File: src/rtl/sobel_pkg.sv
`default_nettype none
// ============================================================================
// Package     : sobel_pkg
// Description : Shared definitions for the Sobel result writer. This package
//               holds the writer state encoding, the packed word width and
//               the number of pixels packed into each word.
// Revision    : 1.0 - initial release
// ============================================================================
package sobel_pkg;

  localparam int WORD_W          = 64;
  localparam int PIXEL_W         = 8;
  localparam int PIXELS_PER_WORD = 8;
  localparam int IDX_W           = $clog2(PIXELS_PER_WORD);

  typedef enum logic [1:0] {
    ST_IDLE  = 2'd0,
    ST_RUN   = 2'd1,
    ST_FLUSH = 2'd2,
    ST_DONE  = 2'd3
  } state_t;

endpackage
`default_nettype wire

File: src/rtl/sobel_write_fifo.sv
`default_nettype none
// ============================================================================
// Module      : sobel_write_fifo
// Description : Synchronous FIFO that holds packed pixel words waiting to be
//               written to memory. A push and a pop can happen in the same
//               cycle, including when the FIFO is full. When it is full, a
//               push is taken only if a pop frees a slot in that cycle.
//               clear empties the FIFO and takes priority over push and pop.
// Ports       : clk, reset      - clock and synchronous active-high reset
//               clear           - synchronous discard of all entries
//               push, push_data - write request and word
//               pop             - removes the head (ignored when empty)
//               head            - current head word (0 when empty)
//               count           - number of stored entries
//               full, empty     - status flags
// Revision    : 1.0 - initial release
// ============================================================================
module sobel_write_fifo #(
  parameter int DEPTH = 4,
  parameter int WIDTH = 64
) (
  input  logic                     clk,
  input  logic                     reset,
  input  logic                     clear,
  input  logic                     push,
  input  logic [WIDTH-1:0]         push_data,
  input  logic                     pop,
  output logic [WIDTH-1:0]         head,
  output logic [$clog2(DEPTH):0]   count,
  output logic                     full,
  output logic                     empty
);

  localparam int PW = $clog2(DEPTH);

  logic [WIDTH-1:0] mem [DEPTH];
  logic [PW-1:0]    wr_ptr;
  logic [PW-1:0]    rd_ptr;
  logic             do_push;
  logic             do_pop;

  assign empty   = (count == '0);
  assign full    = (count == ($clog2(DEPTH)+1)'(DEPTH));
  assign do_pop  = pop && !empty;
  assign do_push = push && (!full || do_pop);
  assign head    = empty ? '0 : mem[rd_ptr];

  always_ff @(posedge clk) begin
    if (reset || clear) begin
      wr_ptr <= '0;
      rd_ptr <= '0;
      count  <= '0;
    end else begin
      if (do_push) wr_ptr <= wr_ptr + PW'(1);
      if (do_pop)  rd_ptr <= rd_ptr + PW'(1);
      case ({do_push, do_pop})
        2'b10:   count <= count + ($clog2(DEPTH)+1)'(1);
        2'b01:   count <= count - ($clog2(DEPTH)+1)'(1);
        default: count <= count;
      endcase
    end
  end

  // Storage has no reset; head is masked while empty.
  always_ff @(posedge clk) begin
    if (do_push && !reset && !clear) mem[wr_ptr] <= push_data;
  end

endmodule
`default_nettype wire

File: src/rtl/sobel_result_writer.sv
`default_nettype none
// ============================================================================
// Module      : sobel_result_writer
// Description : Packs 8-bit Sobel magnitude pixels into 64-bit words, with the
//               first pixel in the lowest byte. Completed words are queued in
//               a small FIFO and written to consecutive word addresses from
//               STARTADDRESS to ENDADDRESS. flush ends the frame early and
//               zero-pads any partial word. The write at ENDADDRESS ends the
//               frame and discards any data that is still buffered.
// Ports       : clk, reset           - clock, synchronous active-high reset
//               start, flush         - frame control pulses
//               pixelIn/Valid/Ready  - pixel input handshake
//               writeReady/En        - memory write handshake
//               writeData, writeAddr - packed word and its word address
//               busy, done           - frame status
// Revision    : 1.0 - initial release
// ============================================================================
module sobel_result_writer
  import sobel_pkg::*;
#(
  parameter int STARTADDRESS = 0,
  parameter int ENDADDRESS   = 2097151,
  parameter int ADDRW        = 24,
  parameter int FIFODEPTH    = 4
) (
  input  logic               clk,
  input  logic               reset,
  input  logic               start,
  input  logic               flush,
  input  logic [PIXEL_W-1:0] pixelIn,
  input  logic               pixelValid,
  output logic               pixelReady,
  input  logic               writeReady,
  output logic               writeEn,
  output logic [WORD_W-1:0]  writeData,
  output logic [ADDRW-1:0]   writeAddr,
  output logic               busy,
  output logic               done
);

  localparam int CNTW = $clog2(FIFODEPTH) + 1;

  state_t            state;
  logic [IDX_W-1:0]  idx;
  logic [WORD_W-1:0] word;
  logic [WORD_W-1:0] merged;
  logic [WORD_W-1:0] push_data;
  logic [CNTW-1:0]   count;
  logic              full;
  logic              empty;
  logic              in_run;
  logic              in_flush;
  logic              accept;
  logic              wr_fire;
  logic              end_hit;
  logic              start_load;
  logic              word_push;
  logic              pad_push;
  logic              fifo_push;
  logic              fifo_clear;

  assign in_run     = (state == ST_RUN);
  assign in_flush   = (state == ST_FLUSH);
  assign pixelReady = in_run && (count < CNTW'(FIFODEPTH));
  assign accept     = pixelValid && pixelReady;
  assign writeEn    = !empty && (in_run || in_flush);
  assign wr_fire    = writeEn && writeReady;
  assign end_hit    = wr_fire && (writeAddr == ADDRW'(ENDADDRESS));
  assign start_load = start && ((state == ST_IDLE) || (state == ST_DONE));
  assign word_push  = accept && (idx == IDX_W'(PIXELS_PER_WORD - 1));
  // The padding word may take the slot freed by a pop in the same cycle.
  assign pad_push   = in_flush && (idx != '0) && (!full || wr_fire);
  assign fifo_push  = word_push || pad_push;
  assign fifo_clear = end_hit || start_load;
  assign push_data  = in_flush ? word : merged;
  assign busy       = in_run || in_flush;
  assign done       = (state == ST_DONE);

  // Add the incoming pixel to the partial word at the current byte index.
  always_comb begin
    merged = word;
    merged[{idx, 3'b000} +: PIXEL_W] = pixelIn;
  end

  sobel_write_fifo #(
    .DEPTH (FIFODEPTH),
    .WIDTH (WORD_W)
  ) u_fifo (
    .clk       (clk),
    .reset     (reset),
    .clear     (fifo_clear),
    .push      (fifo_push),
    .push_data (push_data),
    .pop       (wr_fire),
    .head      (writeData),
    .count     (count),
    .full      (full),
    .empty     (empty)
  );

  always_ff @(posedge clk) begin
    if (reset) begin
      state     <= ST_IDLE;
      idx       <= '0;
      word      <= '0;
      writeAddr <= ADDRW'(STARTADDRESS);
    end else begin
      case (state)
        ST_IDLE, ST_DONE: begin
          if (start) begin
            state     <= ST_RUN;
            idx       <= '0;
            word      <= '0;
            writeAddr <= ADDRW'(STARTADDRESS);
          end
        end
        ST_RUN: begin
          if (accept) begin
            if (word_push) begin
              idx  <= '0;
              word <= '0;
            end else begin
              idx  <= idx + IDX_W'(1);
              word <= merged;
            end
          end
          if (wr_fire) writeAddr <= writeAddr + ADDRW'(1);
          // The last write ends the frame even if flush is raised in the same cycle.
          if (end_hit) begin
            state <= ST_DONE;
            idx   <= '0;
            word  <= '0;
          end else if (flush) begin
            state <= ST_FLUSH;
          end
        end
        ST_FLUSH: begin
          if (pad_push) begin
            idx  <= '0;
            word <= '0;
          end
          if (wr_fire) writeAddr <= writeAddr + ADDRW'(1);
          if (end_hit) begin
            state <= ST_DONE;
            idx   <= '0;
            word  <= '0;
          end else if (empty && (idx == '0)) begin
            state <= ST_DONE;
          end
        end
        default: state <= ST_IDLE;
      endcase
    end
  end

endmodule
`default_nettype wire

File: config.mk
export PLATFORM = sky130hd
export DESIGN_NAME = sobel_result_writer
export DESIGN_NICKNAME = d
export VERILOG_FILES = /design/src/rtl/sobel_pkg.sv /design/src/rtl/sobel_write_fifo.sv /design/src/rtl/sobel_result_writer.sv
export SDC_FILE = /design/constraint.sdc
export NUM_CORES = 1
export LEC_CHECK = 0
export CORE_MARGIN = 3
export CORE_UTILIZATION = 30
export DETAILED_ROUTE_END_ITERATION = 8
export PLACE_DENSITY = 0.51
export SLEW_MARGIN = 20
export SYNTH_ARGS = -nofsm -noshare
export SYNTH_HDL_FRONTEND = slang
export SYNTH_HIERARCHICAL = 1
export SYNTH_SLANG_ARGS = --single-unit
File: constraint.sdc
create_clock -name clk -period 5.8 [get_ports clk]
set_clock_uncertainty 0.2 [all_clocks]
set_input_delay 1.45 -clock clk [delete_from_list [all_inputs] [get_ports clk]]
set_output_delay 1.45 -clock clk [all_outputs]
set_load 0.01 [all_outputs]
* Word-level counts from Yosys, hierarchy flattened
Memories as Yosys holds them, arrays and structs flattened. A register that Yosys moved wholly into a read port is not among the register bits.
Cells that the tools add are included.
** Storage, ports and cells
- Register bits :: 100
- Bits in writable memories :: 256
- Bits of input ports :: 14
- Output and inout port bits :: 92
- Logic and storage cells :: 98
- Memories kept :: 1
** Cells by class
- Add/sub/neg operators :: 7
- $lt $le $gt $ge :: 1
- Eq/ne operators :: 14
- Shift-type cells :: 2
- Mux-type cells :: 31
- Reduce and logical (&&, ||, !) cells :: 35
** Memory list
- u_fifo.mem :: words 4, bits a word 64, rd ports 1, clocked after Yosys merged registers in 1, wr ports 1, line sobel_write_fifo.sv:36 : logic [WIDTH-1:0] mem [DEPTH];
** Operator list (count)
- 64-bit two-way mux :: 8
- 64-bit one-hot mux with 3 select lines :: 1
- 64-bit bitwise mux :: 1
- 8-bit by 8-bit variable shift with 64-bit output (first input constant) :: 1
- 8-bit by 8-bit indexed part select with 64-bit output :: 1
- 24-bit two-way mux :: 2
- 24-bit one-hot mux with 2 select lines :: 1
- 24-bit by 1-bit adder with 24-bit output (second input constant) :: 1
- 24-bit by 21-bit equality test with 1-bit output (second input constant) :: 1
- 3-bit two-way mux :: 6
- 1-bit logical AND :: 14
- 2-bit two-way mux :: 7
- 3-bit by 1-bit != test with 1-bit output (second input constant) :: 3
- 3-bit one-hot mux with 3 select lines :: 1
- 6-bit negation with 8-bit output :: 1
- 1-bit logical OR :: 7
- 3-bit by 1-bit adder with 3-bit output (second input constant) :: 2
- 2-bit equality test (second input constant) :: 3
- 3-bit equality test (second input constant) :: 2
- 3-bit logical NOT :: 2
- 2-bit one-hot mux with 3 select lines :: 1
- 3-bit one-hot mux with 2 select lines :: 1
- 3-bit AND reduction :: 2
- 2-bit by 1-bit adder with 2-bit output (second input constant) :: 2
- other kinds (13) :: 19

* Longest topological paths before layout
Gate-level depths: netlist (run 1).
- Depth in word-level cells :: 12
- Gate-level depth with buffers :: 15
- Gate-level depth less buffers :: 12

* By module
The synthesis (run 1) kept the hierarchy.
** By module, submodules not included
- sobel_write_fifo :: instances 1, cells each 474, area an instance 10408.7 µm²
- sobel_result_writer :: instances 1, cells each 542, area an instance 4832.1 µm²

* Least setup slack after synthesis (run 1)
Ideal clock, no wire load.
- Path kind :: input to register
- From :: input port writeReady
- To :: memory u_fifo.mem[0][0] (enable)
- Setup time :: 429 ps
- Arrival :: 4224 ps
- Setup slack :: 947 ps
- Stages :: 9
- Cells stage by stage :: or3b_1 > buf_2 > nand2_1 > nand3b_1 > o21ai_0 > buf_2 > inv_1 > nor3_1 > and2_1
** Between the ends
- Word-level cells in the longest chain between the ends :: 9
- Elaborated cells between the ends (all ways) :: 14
** RTL lines
- start: declaration :: line sobel_result_writer.sv:33 : input logic writeReady,
- 1-bit logical AND :: line sobel_result_writer.sv:67 : assign wr_fire = writeEn && writeReady;
- 1-bit logical OR :: line sobel_result_writer.sv:72 : assign pad_push = in_flush && (idx != '0) && (!full || wr_fire);
- 1-bit logical AND :: line sobel_result_writer.sv:72
- 1-bit logical OR :: line sobel_result_writer.sv:73 : assign fifo_push = word_push || pad_push;
- via fifo_push :: line sobel_result_writer.sv:59 : logic fifo_push;
- 1-bit logical AND :: line sobel_write_fifo.sv:45 : assign do_push = push && (!full || do_pop);
- 1-bit logical AND (2 in series) :: line sobel_write_fifo.sv:66 : if (do_push && !reset && !clear) mem[wr_ptr] <= push_data;
- 1-bit two-way mux :: line sobel_write_fifo.sv:66
- 1-bit two-way mux (not written as such) :: line sobel_write_fifo.sv:66
- end: declaration :: line sobel_write_fifo.sv:36
The timed path passes the listed nets, and every way through them passes these cells.

==> results of run 1 <==
==> per-layer routing <==
layer	vias up	wire length [µm]	GRT usage	share of wire
li1	4083	-	-	-
met1	4409	16100	0.181	0.45
met2	214	16700	0.213	0.47
met3	48	2060	0.0302	0.058
met4	2	699	0.0405	0.020
met5	-	13	0	0.00037
==> metrics by stage <==
stage | hold slack [ns] | cell area (µm²) | worst slack, ns
after floorplan | 0.232 | 15200 | 0.947
after global placement | 0.243 | 17000 | 1.03
after detailed placement | 0.248 | 17000 | 1.05
after CTS | 0.267 | 18200 | 0.956
after global routing | 0.276 | 18200 | 0.857
final | 0.265 | 18200 | 1.10
==> cells in the final DEF, fill, tap and decap left out, drive strengths merged, types with 2 or more instances in the layout <==
cell type | netlist | routed
edfxtp | 256 | 256
clkdlybuf4s50 | 0 | 105
mux4 | 64 | 64
mux2i | 4 | 4
dfxtp | 102 | 102
o311ai | 2 | 2
o21ai | 59 | 59
inv | 27 | 28
or2 | 2 | 2
or3b | 2 | 2
nand3b | 2 | 2
and3 | 5 | 5
nor2 | 52 | 52
bufinv | 0 | 3
mux2 | 19 | 19
nor2b | 67 | 67
and4 | 3 | 3
a22o | 20 | 20
nor4b | 4 | 4
a311oi | 2 | 2
clkbuf | 19 | 50
nor4 | 5 | 5
a32o | 36 | 36
or3 | 5 | 5
buf | 38 | 16
o2bb2ai | 8 | 8
a211oi | 3 | 3
nand2b | 5 | 5
ha | 16 | 16
clkinv | 0 | 18
o31ai | 2 | 2
a31oi | 2 | 2
xor2 | 17 | 17
xnor2 | 8 | 8
nor3 | 13 | 13
a21oi | 12 | 12
nand4 | 7 | 7
nand2 | 90 | 90
nand3 | 19 | 19
and2 | 8 | 8
==> worst min path at each step <==
stage	endpoint	slack (ns)
after floorplan	word[10]$_SDFFE_PP0P_	0.23
final	word[18]$_SDFFE_PP0P_	0.26
after global placement	word[11]$_SDFFE_PP0P_	0.24
after CTS	word[13]$_SDFFE_PP0P_	0.27
after detailed placement	word[13]$_SDFFE_PP0P_	0.25
after global routing	word[14]$_SDFFE_PP0P_	0.28
==> cell families after synthesis <==
logic type	Yosys count	share of synthesized area
AO/OA/AOI/OAI	152	0.0787
XOR/XNOR	25	0.0144
adder cells (fa/ha/maj)	17	0.0144
buffers and inverters	84	0.0317
flip-flops	358	0.638
multiplexers	87	0.112
AND/OR/NAND/NOR	293	0.110
==> area by class of cell <==
type | count | area, µm² | share of cell area
inverters | 27 | 101 | 0.00556
repair buffers | 121 | 1270 | 0.0698
multi-input cells | 574 | 5040 | 0.277
clock inverters | 22 | 194 | 0.0106
well taps | 664 | 831 | 0.0456
clock buffers | 50 | 1050 | 0.0575
flip-flops and latches | 358 | 9730 | 0.534
==> state kept, by name (all words and copies together), names as in the netlist, named ones only <==
| register | count |
|---|---|
| u_fifo/mem | 256 |
| writeAddr | 24 |
| u_fifo/count | 3 |
| state | 2 |
| u_fifo/wr_ptr | 2 |
| word | 64 |
| u_fifo/rd_ptr | 2 |
| idx | 3 |
==> power by group <==
part | switching [mW] | internal (mW)
Combinational | 0.436 | 0.187
Clock | 0.994 | 1.42
Sequential | 0.0157 | 2.76
Total | 1.45 | 4.36
==> out/qor.yml, run 1 <==
p_total_mw: 5.81
grt_pass1_wl_um: 55100
yosysMostFrequentCell: "edfxtp_1"
finalHoldViolCount: 0
reg2reg_to: "u_fifo/mem[3][48]$_DFFE_PP_"
die_h_um: 231
synth_top_cell_area_share: 0.504
setup_viol: 0
synth_edf_count: 256
post_cts_resized: 0
track_usage: 0.133
cpPeakStageDelay_ns: 0.87
fin_util: 0.368
hold_class: "flip-flop to flip-flop"
rrSetupSlack_ns: 1.84
n_antenna_cell: 0
dieArea_mm2: 0.0535
postRouteAntennaNets: 0
maxCapViolations: 0
critical-path-top-delay-family: "buffers and inverters"
io_pins: 106
grt_pass1_vias: 9101
syn_avg_cell_area_um2: 15.0
ir_worst_vdd_v: 0.000174
hold_path_depth: 1
drive_gt1_frac: 0.174
coreArea_mm2: 0.0496
dp_hpwl_um: 22700
grt_max_degree: 66
synthToLayoutAreaGrowth_pct: 19.6
path_cells: "buf_4 -> mux4_2 -> nor2b_1 -> clkdlybuf4s50_1"
first_pass_iters: 6
antenna_found_initial: 1
cp-end-kind: "primary output"
finalSetupTns_ns: 0
row_count: 81
reg2regPathDepth: 6
worstSetupEndpoint: "writeData[21]"
min_from: "word[18]$_SDFFE_PP0P_"
cts.sinks: 358
finalCriticalPeriod_ns: 4.70
synth_cell_types: 68
cts_buffer_depth: 3
instances_no_fill: 1816
finalWirelength_um: 35600
critPathBufInv: 2
nFillCells: 4705
rsz0062_at_grt: "no"
path_clk_slew_ns: 0.06
crit_type: "flip-flop to primary output"
worstReg2RegStart: "idx[0]$_SDFFE_PP0P_"
crit_arrival_ns: 3.05
cp_max_fo: 34
yosysSeqAreaShare: 0.638
num_vias: 8756
p_leak_nw: 5.36
netlist_area_mm2: 0.0152
cp.required_ns: 4.15
final_nets: 1152
dp.cells: 1744
fin_crit_sh: 0.811
cts_tree: "built"
worst-path-stages: 4
htreeDepth: 2
port_buffers: 105
synth-async-reset-ratio: 0
numCtsBuffers: 39
wl_per_cell_um: 19.6
status: "complete, no violations"
power.density_mw_per_mm2: 319
synth_ff_type: "edfxtp_1"
cts_root_buffer: "clkbuf_16"
yosys_warnings: 6
vias_per_cell: 4.82
crit_path_top_delay_cell: "dfxtp_4"
yosys-top-cells-area: "edfxtp_1, dfxtp_1, mux4_2, a32o_1, nor2b_1"
gr-total-overflow: 0
ys_ff_latch: 358
drc: 0
cts_setup_buffers: 0
fp.dieW_um: 231
gp_congestion: 0.780
worst_slew_pin_slew_ns: 1.04
startpoint_type: "flip-flop"
slew_headroom: 0.301
syn-instance-count: 1016
synthTopCellsByCount: "edfxtp_1, dfxtp_1, nand2_1"
clk-insertion-delay-late_ns: 0.55
start_util: 0.308
fmax_mhz: 213
netlist.top_cell.by_area: "edfxtp_1"
finalMaxSlewViolations: 0
syn_nets: 1047
drt-initial-drc-count: 661
cts_hold_buffers: 0
Note: power is estimated with default switching activity, not from simulation.
==> run 2, diff against run 1 <==
PLACE_DENSITY = 0.53   (was 0.51)
clock period = 4.3 ns   (was 5.8 ns; I/O delays follow)
==> out/qor.yml, run 2 (synthesis results as in run 1) <==
status: "complete, no violations"
gr-total-overflow: 0
rsz0062_at_grt: "no"
fin_crit_sh: 0.928
start_util: 0.308
synthToLayoutAreaGrowth_pct: 20.5
cp_max_fo: 17
grt_pass1_wl_um: 54100
first_pass_iters: 5
cts_root_buffer: "clkbuf_16"
power.density_mw_per_mm2: 426
port_buffers: 105
largestRegisters: "u_fifo/mem (256), word (64), writeAddr (24)"
gp_congestion: 0.779
cp-end-kind: "primary output"
postRouteAntennaNets: 0
setup_viol: 0
post_cts_resized: 0
startpoint_type: "flip-flop"
finalSetupTns_ns: 0
crit_arrival_ns: 2.72
row_count: 81
largest_reg_flops: 256
regMostFlops: "u_fifo/mem"
fmax_mhz: 251
coreArea_mm2: 0.0496
hold_class: "flip-flop to flip-flop"
dieArea_mm2: 0.0535
cts.sinks: 358
p_leak_nw: 5.41
cts_buffer_depth: 3
drc: 0
worst_slew_pin_slew_ns: 0.894
slew_headroom: 0.404
final_nets: 1163
wl_per_cell_um: 19.1
final_area_mm2: 0.0184
cp.required_ns: 3.02
antenna_found_initial: 2
final_common_cell: "edfxtp_1"
num_vias: 8836
multi_input_area_mm2: 0.00504
dp_hpwl_um: 22300
numCtsBuffers: 39
grt_pass1_vias: 8908
track_usage: 0.131
vias_per_cell: 4.83
htreeDepth: 2
path_clk_slew_ns: 0.06
cpPeakStageDelay_ns: 0.62
finalHoldViolCount: 0
crit_type: "flip-flop to primary output"
io_pins: 106
finalWirelength_um: 34900
nFillCells: 4679
grt_max_degree: 43
register_area_mm2: 0.00973
critical-path-top-delay-family: "buffers and inverters"
dpl-instance-area_mm2: 0.0171
cts_hold_buffers: 0
ir_worst_vdd_v: 0.000280
die_h_um: 231
cts_tree: "built"
path_cells: "buf_4 -> mux4_2 -> nor2b_4 -> clkdlybuf4s50_1"
drive_gt1_frac: 0.182
finalMaxSlewViolations: 0
cts_setup_buffers: 0
clk-insertion-delay-late_ns: 0.56
maxCapViolations: 0
critPathBufInv: 2
drt-initial-drc-count: 617
finalCriticalPeriod_ns: 3.99
final_cell_mix: "edfxtp_1, clkdlybuf4s50_1, dfxtp_1"
fp.dieW_um: 231
crit_path_top_delay_cell: "dfxtp_4"
[run 2: cell count changes in the layout (fill, tap and decap cells not counted), moves of 3 or more]
cell / change
clkinv_1: -3
buf_4: +8
buf_12: +3
clkinv_2: -6
clkbuf_8: +6
[run 2: worst paths after layout]
kind | endpoint | slack, ns | startpoint | cells past startpoint
setup / recovery | writeData[56] | 0.31 | flip-flop | 4
hold / removal | word[13]$_SDFFE_PP0P_ | 0.26 | word[13]$_SDFFE_PP0P_ | 1
setup reg to reg | u_fifo/mem[1][18]$_DFFE_PP_ | 0.61 | idx[0]$_SDFFE_PP0P_ | 7
hold reg to reg | word[13]$_SDFFE_PP0P_ | 0.26 | word[13]$_SDFFE_PP0P_ | 1
[run 2: area by class of cell]
cell class / instances / share of cell area
Sequential cell: 358 / 0.530
Multi-Input combinational cell: 574 / 0.275
Antenna cell: 1 / 0.000136
Inverter: 27 / 0.00552
Timing Repair Buffer: 132 / 0.0758
Clock inverter: 15 / 0.00797
Clock buffer: 57 / 0.0606
Tap cell: 664 / 0.0452
[run 2: worst reg2reg max path: cells and delay by family (launching register included)]
kind,cells,cell delay (ns)
adder cells (fa/ha/maj),2,0.67
AO/OA/AOI/OAI,2,0.92
buffers and inverters,1,0.26
AND/OR/NAND/NOR,2,0.69
flip-flops,1,0.64
[run 2: layer usage]
layer	vias to the layer above	part of all wire	GRT usage	wire length (µm)
met2	208	0.47	0.206	16300
met1	4462	0.46	0.181	16100
li1	4113	-	-	-
met4	2	0.018	0.0358	631
met5	-	0.00031	0	11
met3	51	0.054	0.0317	1900
[run 2: power by group]
part           switching (mW)  internal [mW]
Clock                    1.36           1.88
Sequential             0.0208           3.72
Combinational           0.590          0.262
[run 2: stage by stage]
| stage | worst slack (ns) | cells | hold slack, ns | utilization | power, mW |
|---|---|---|---|---|---|
| after global routing | 0.169 | 1827 | 0.278 | 0.370 | 8.15 |
| after detailed placement | 0.226 | 1755 | 0.246 | 0.345 | 4.67 |
| final | 0.308 | 1828 | 0.265 | 0.371 | 7.83 |
| after floorplan | 0.415 | 1016 | 0.232 | - | 4.41 |
| after CTS | 0.234 | 1827 | 0.266 | 0.370 | 7.94 |
| after global placement | 0.232 | 1755 | 0.246 | 0.345 | 4.67 |
==> run 3, diff against run 2 <==
PLACE_DENSITY = unset   (was 0.53)
SETUP_SLACK_MARGIN = 0.4   (was unset)
==> out/qor.yml, run 3 (synthesis results as in run 1) <==
crit_type: "flip-flop to primary output"
fin_hold_ws_ns: 0.262
vias_per_cell: 4.91
grt_pass1_vias: 9124
fp.dieW_um: 231
dieArea_mm2: 0.0535
rrSetupSlack_ns: 0.72
synthToLayoutAreaGrowth_pct: 20.7
num_vias: 8967
final_common_cell: "edfxtp_1"
grt_pass1_wl_um: 54800
critical-path-top-delay-family: "buffers and inverters"
worst-path-stages: 4
ir_worst_vdd_v: 0.000255
track_usage: 0.130
setup_viol: 0
path_clk_slew_ns: 0.06
drt-initial-drc-count: 688
p_total_mw: 7.77
status: "complete, no violations"
finalWirelength_um: 34600
numCtsBuffers: 38
cts_tree: "built"
port_buffers: 105
final_cell_mix: "edfxtp_1, clkdlybuf4s50_1, dfxtp_1"
maxCapViolations: 0
clk-insertion-delay-late_ns: 0.54
gp_congestion: 0.767
gr-total-overflow: 0
startpoint_type: "flip-flop"
cp_max_fo: 38
hold_class: "flip-flop to flip-flop"
coreArea_mm2: 0.0496
fin_crit_sh: 0.886
finalCriticalPeriod_ns: 3.81
crit_path_top_delay_cell: "mux4_2"
rsz0062_at_grt: "yes"
nFillCells: 4646
critPathBufInv: 2
p_leak_nw: 5.46
regMostFlops: "u_fifo/mem"
cpPeakStageDelay_ns: 0.63
finalHoldViolCount: 0
row_count: 81
grt_max_degree: 59
multi_input_area_mm2: 0.00504
slew_headroom: 0.389
drive_gt1_frac: 0.187
finalSetupTns_ns: 0
start_util: 0.308
register_area_mm2: 0.00974
postRouteAntennaNets: 0
cp.required_ns: 3.02
dp_hpwl_um: 22800
wl_per_cell_um: 18.9
first_pass_iters: 5
finalMaxSlewViolations: 0
cts_root_buffer: "clkbuf_16"
cts_setup_buffers: 0
largest_reg_flops: 256
io_pins: 106
crit_arrival_ns: 2.53
antenna_found_initial: 3
cp-end-kind: "primary output"
cts_buffer_depth: 3
worst_slew_pin_slew_ns: 0.917
power.density_mw_per_mm2: 422
die_h_um: 231
final_nets: 1164
drc: 0
cts.sinks: 358
hold_path_depth: 1
path_cells: "buf_16 -> mux4_2 -> nor2b_4 -> clkdlybuf4s50_1"
fmax_mhz: 263
largestRegisters: "u_fifo/mem (256), word (64), writeAddr (24)"
htreeDepth: 2
reg2regPathDepth: 7
[run 3: metal layers]
layer | wire length, µm | global-route usage
met1 | 15600 | 0.183
met2 | 16100 | 0.206
met3 | 2130 | 0.0279
met4 | 673 | 0.0343
met5 | 23 | 0
[run 3: what timing repair did]
action | CTS | global route
endpoints found under the hold margin | 0 | 0
gates resized for setup | 1 | 2
endpoints found under the setup margin | 31 | 3
hold buffers | 0 | 0
[run 3: cell type report]
cell class                      count  area share
Multi-Input combinational cell    574       0.274
Sequential cell                   358       0.529
Inverter                           27     0.00551
Clock inverter                     13     0.00605
Clock buffer                       57      0.0611
Antenna cell                        1    0.000136
Tap cell                          664      0.0452
Timing Repair Buffer              134      0.0784
[run 3: path summary, 6_finish.rpt]
path	from	end
worst max-delay path	flip-flop	writeData[56]
worst min-delay path	word[12]$_SDFFE_PP0P_	word[12]$_SDFFE_PP0P_
worst max register to register	idx[0]$_SDFFE_PP0P_	u_fifo/mem[1][31]$_DFFE_PP_
worst min register to register	word[12]$_SDFFE_PP0P_	word[12]$_SDFFE_PP0P_
[run 3: stage by stage]
step | instance area [µm²] | std cells | setup slack (ns) | util
after floorplan | 15200 | 1016 | 0.415 | -
after global placement | 17100 | 1757 | 0.316 | 0.346
after detailed placement | 17100 | 1757 | 0.315 | 0.346
after CTS | 18400 | 1827 | 0.431 | 0.371
after global routing | 18400 | 1827 | 0.392 | 0.371
final | 18400 | 1828 | 0.491 | 0.371
[run 3: power breakdown]
| group | switching (mW) | leakage (nW) | internal (mW) |
|---|---|---|---|
| Combinational | 0.575 | 2.13 | 0.254 |
| Clock | 1.31 | 0.614 | 1.88 |
| Sequential | 0.0215 | 2.72 | 3.72 |
| Total | 1.91 | 5.46 | 5.86 |
==> patch, RTL diff (settings of run 2) <==
Encoding of `state_t`: now one-hot (4 bits for 4 states).
--- a/src/rtl/sobel_pkg.sv
+++ b/src/rtl/sobel_pkg.sv
@@ -14,9 +14,9 @@
   localparam int IDX_W           = $clog2(PIXELS_PER_WORD);
 
-  typedef enum logic [1:0] {
-    ST_IDLE  = 2'd0,
-    ST_RUN   = 2'd1,
-    ST_FLUSH = 2'd2,
-    ST_DONE  = 2'd3
+  typedef enum logic [3:0] {
+    ST_IDLE  = 4'b0001,
+    ST_RUN   = 4'b0010,
+    ST_FLUSH = 4'b0100,
+    ST_DONE  = 4'b1000
   } state_t;
 
Check against the original RTL: no difference found for any inputs over 4 cycles, from zero or initial values and one cycle with reset high; so few cycles prove little.
==> patch against run 2 <==
Wire length grew 0.47%; die area grew 0.85%; cell area grew 0.62%; fmax shrank 1.8%; setup slack lost 72 ps; core utilization shrank 0.38 points; critical path depth is the same; sequential cell count grew 2; synthesized area grew 0.88%; non-clock buffer count shrank 7.
Power is not compared: it rests on default switching activity, and its combinational part moved more than twofold at a synthesized area within 25%.
==> patch: results <==
{
  "fin_cells": 1849,
  "synthXorXnorAreaFrac": 0.0142,
  "grt_antenna_before_repair": 0,
  "drtIter0Drc": 519,
  "synth_area_leaders": "edfxtp_1 (50%), dfxtp_1 (14%), mux4_2 (8.8%), mux2_2 (2.4%), nor2b_1 (2.3%)",
  "syn_nets": 1071,
  "crit_arrival_ps": 2790,
  "grt_use_met1": 0.179,
  "synthAdderAreaFrac": 0.0119,
  "synth-compound-area-share": 0.0741,
  "seq_area_frac_synth": 0.635,
  "insertion_delay_ps": 540,
  "whs_path_depth": 2,
  "max_stage_delay_ps": 640,
  "grt_max_degree": 66,
  "place_congestion": 0.779,
  "grt_pass1_wl_mm": 54.6,
  "grt_util_met3": 0.0244,
  "use_met2": 0.213,
  "grt_use_total": 0.131,
  "grt_pass1_vias": 9186,
  "drt_wl_total_mm": 35.1,
  "status": "complete, no violations",
  "post_dp_cell_area_mm2": 0.0172,
  "muxShareOfSynthArea": 0.126,
  "antennaDiodeCount": 0
}
patch: cells by family after synthesis:
logic type	Yosys count
AOI/OAI and AO/OA	155
adders and majority gates	14
xor gates and xnor gates	25
and+or+nand+nor	267
muxes	108
DFF	360
buffers and inverters	114
patch: metrics by stage:
stage          total power, mW  hold slack (ps)   util  setup slack (ps)
3_3_place_gp              3.95              237  0.342               444
4_1_cts                   7.25              251  0.367               127
6_report                  7.15              252  0.367               236
3_5_place_dp              3.95              242  0.342               450
2_1_floorplan             3.88              229      -               573
5_1_grt                   7.41              279  0.367              82.8
patch: power by group through the flow:
stage	logic (mW)	registers, mW	clock network, mW
2_1_floorplan	0.128	3.76	0
3_3_place_gp	0.179	3.77	0
3_5_place_dp	0.180	3.77	0
4_1_cts	0.181	3.69	3.37
5_1_grt	0.193	3.69	3.52
6_report	0.178	3.69	3.28
patch: area by class of cell:
type | instances | share of cell area
sequential | 360 | 0.529
timing repair buffer | 125 | 0.0731
multi-input combinational | 569 | 0.273
clock buffer | 60 | 0.0620
inverter | 51 | 0.0104
clock inverter | 12 | 0.00684
tap | 672 | 0.0455
patch: final timing paths:
kind / endpoint / slack, ps / start
setup reg to reg: u_fifo/mem[1][53]$_DFFE_PP_ / 900 / state[2]$_SDFFE_PP0P_
setup / recovery: writeData[63] / 240 / register
hold reg to reg: word[9]$_SDFFE_PP0P_ / 250 / word[9]$_SDFFE_PP0P_
hold / removal: word[9]$_SDFFE_PP0P_ / 250 / word[9]$_SDFFE_PP0P_
patch: metal layers:
metal,up-vias,wire (µm)
li1,4202,-
met4,0,690
met3,47,1600
met1,4445,16100
met2,178,16700
met5,-,0
patch: critical path: cells and delay by family (launching register included):
family	cells	cell delay (ps)
mux	1	640
flops	1	640
simple gates	1	160
buf+inv	2	800
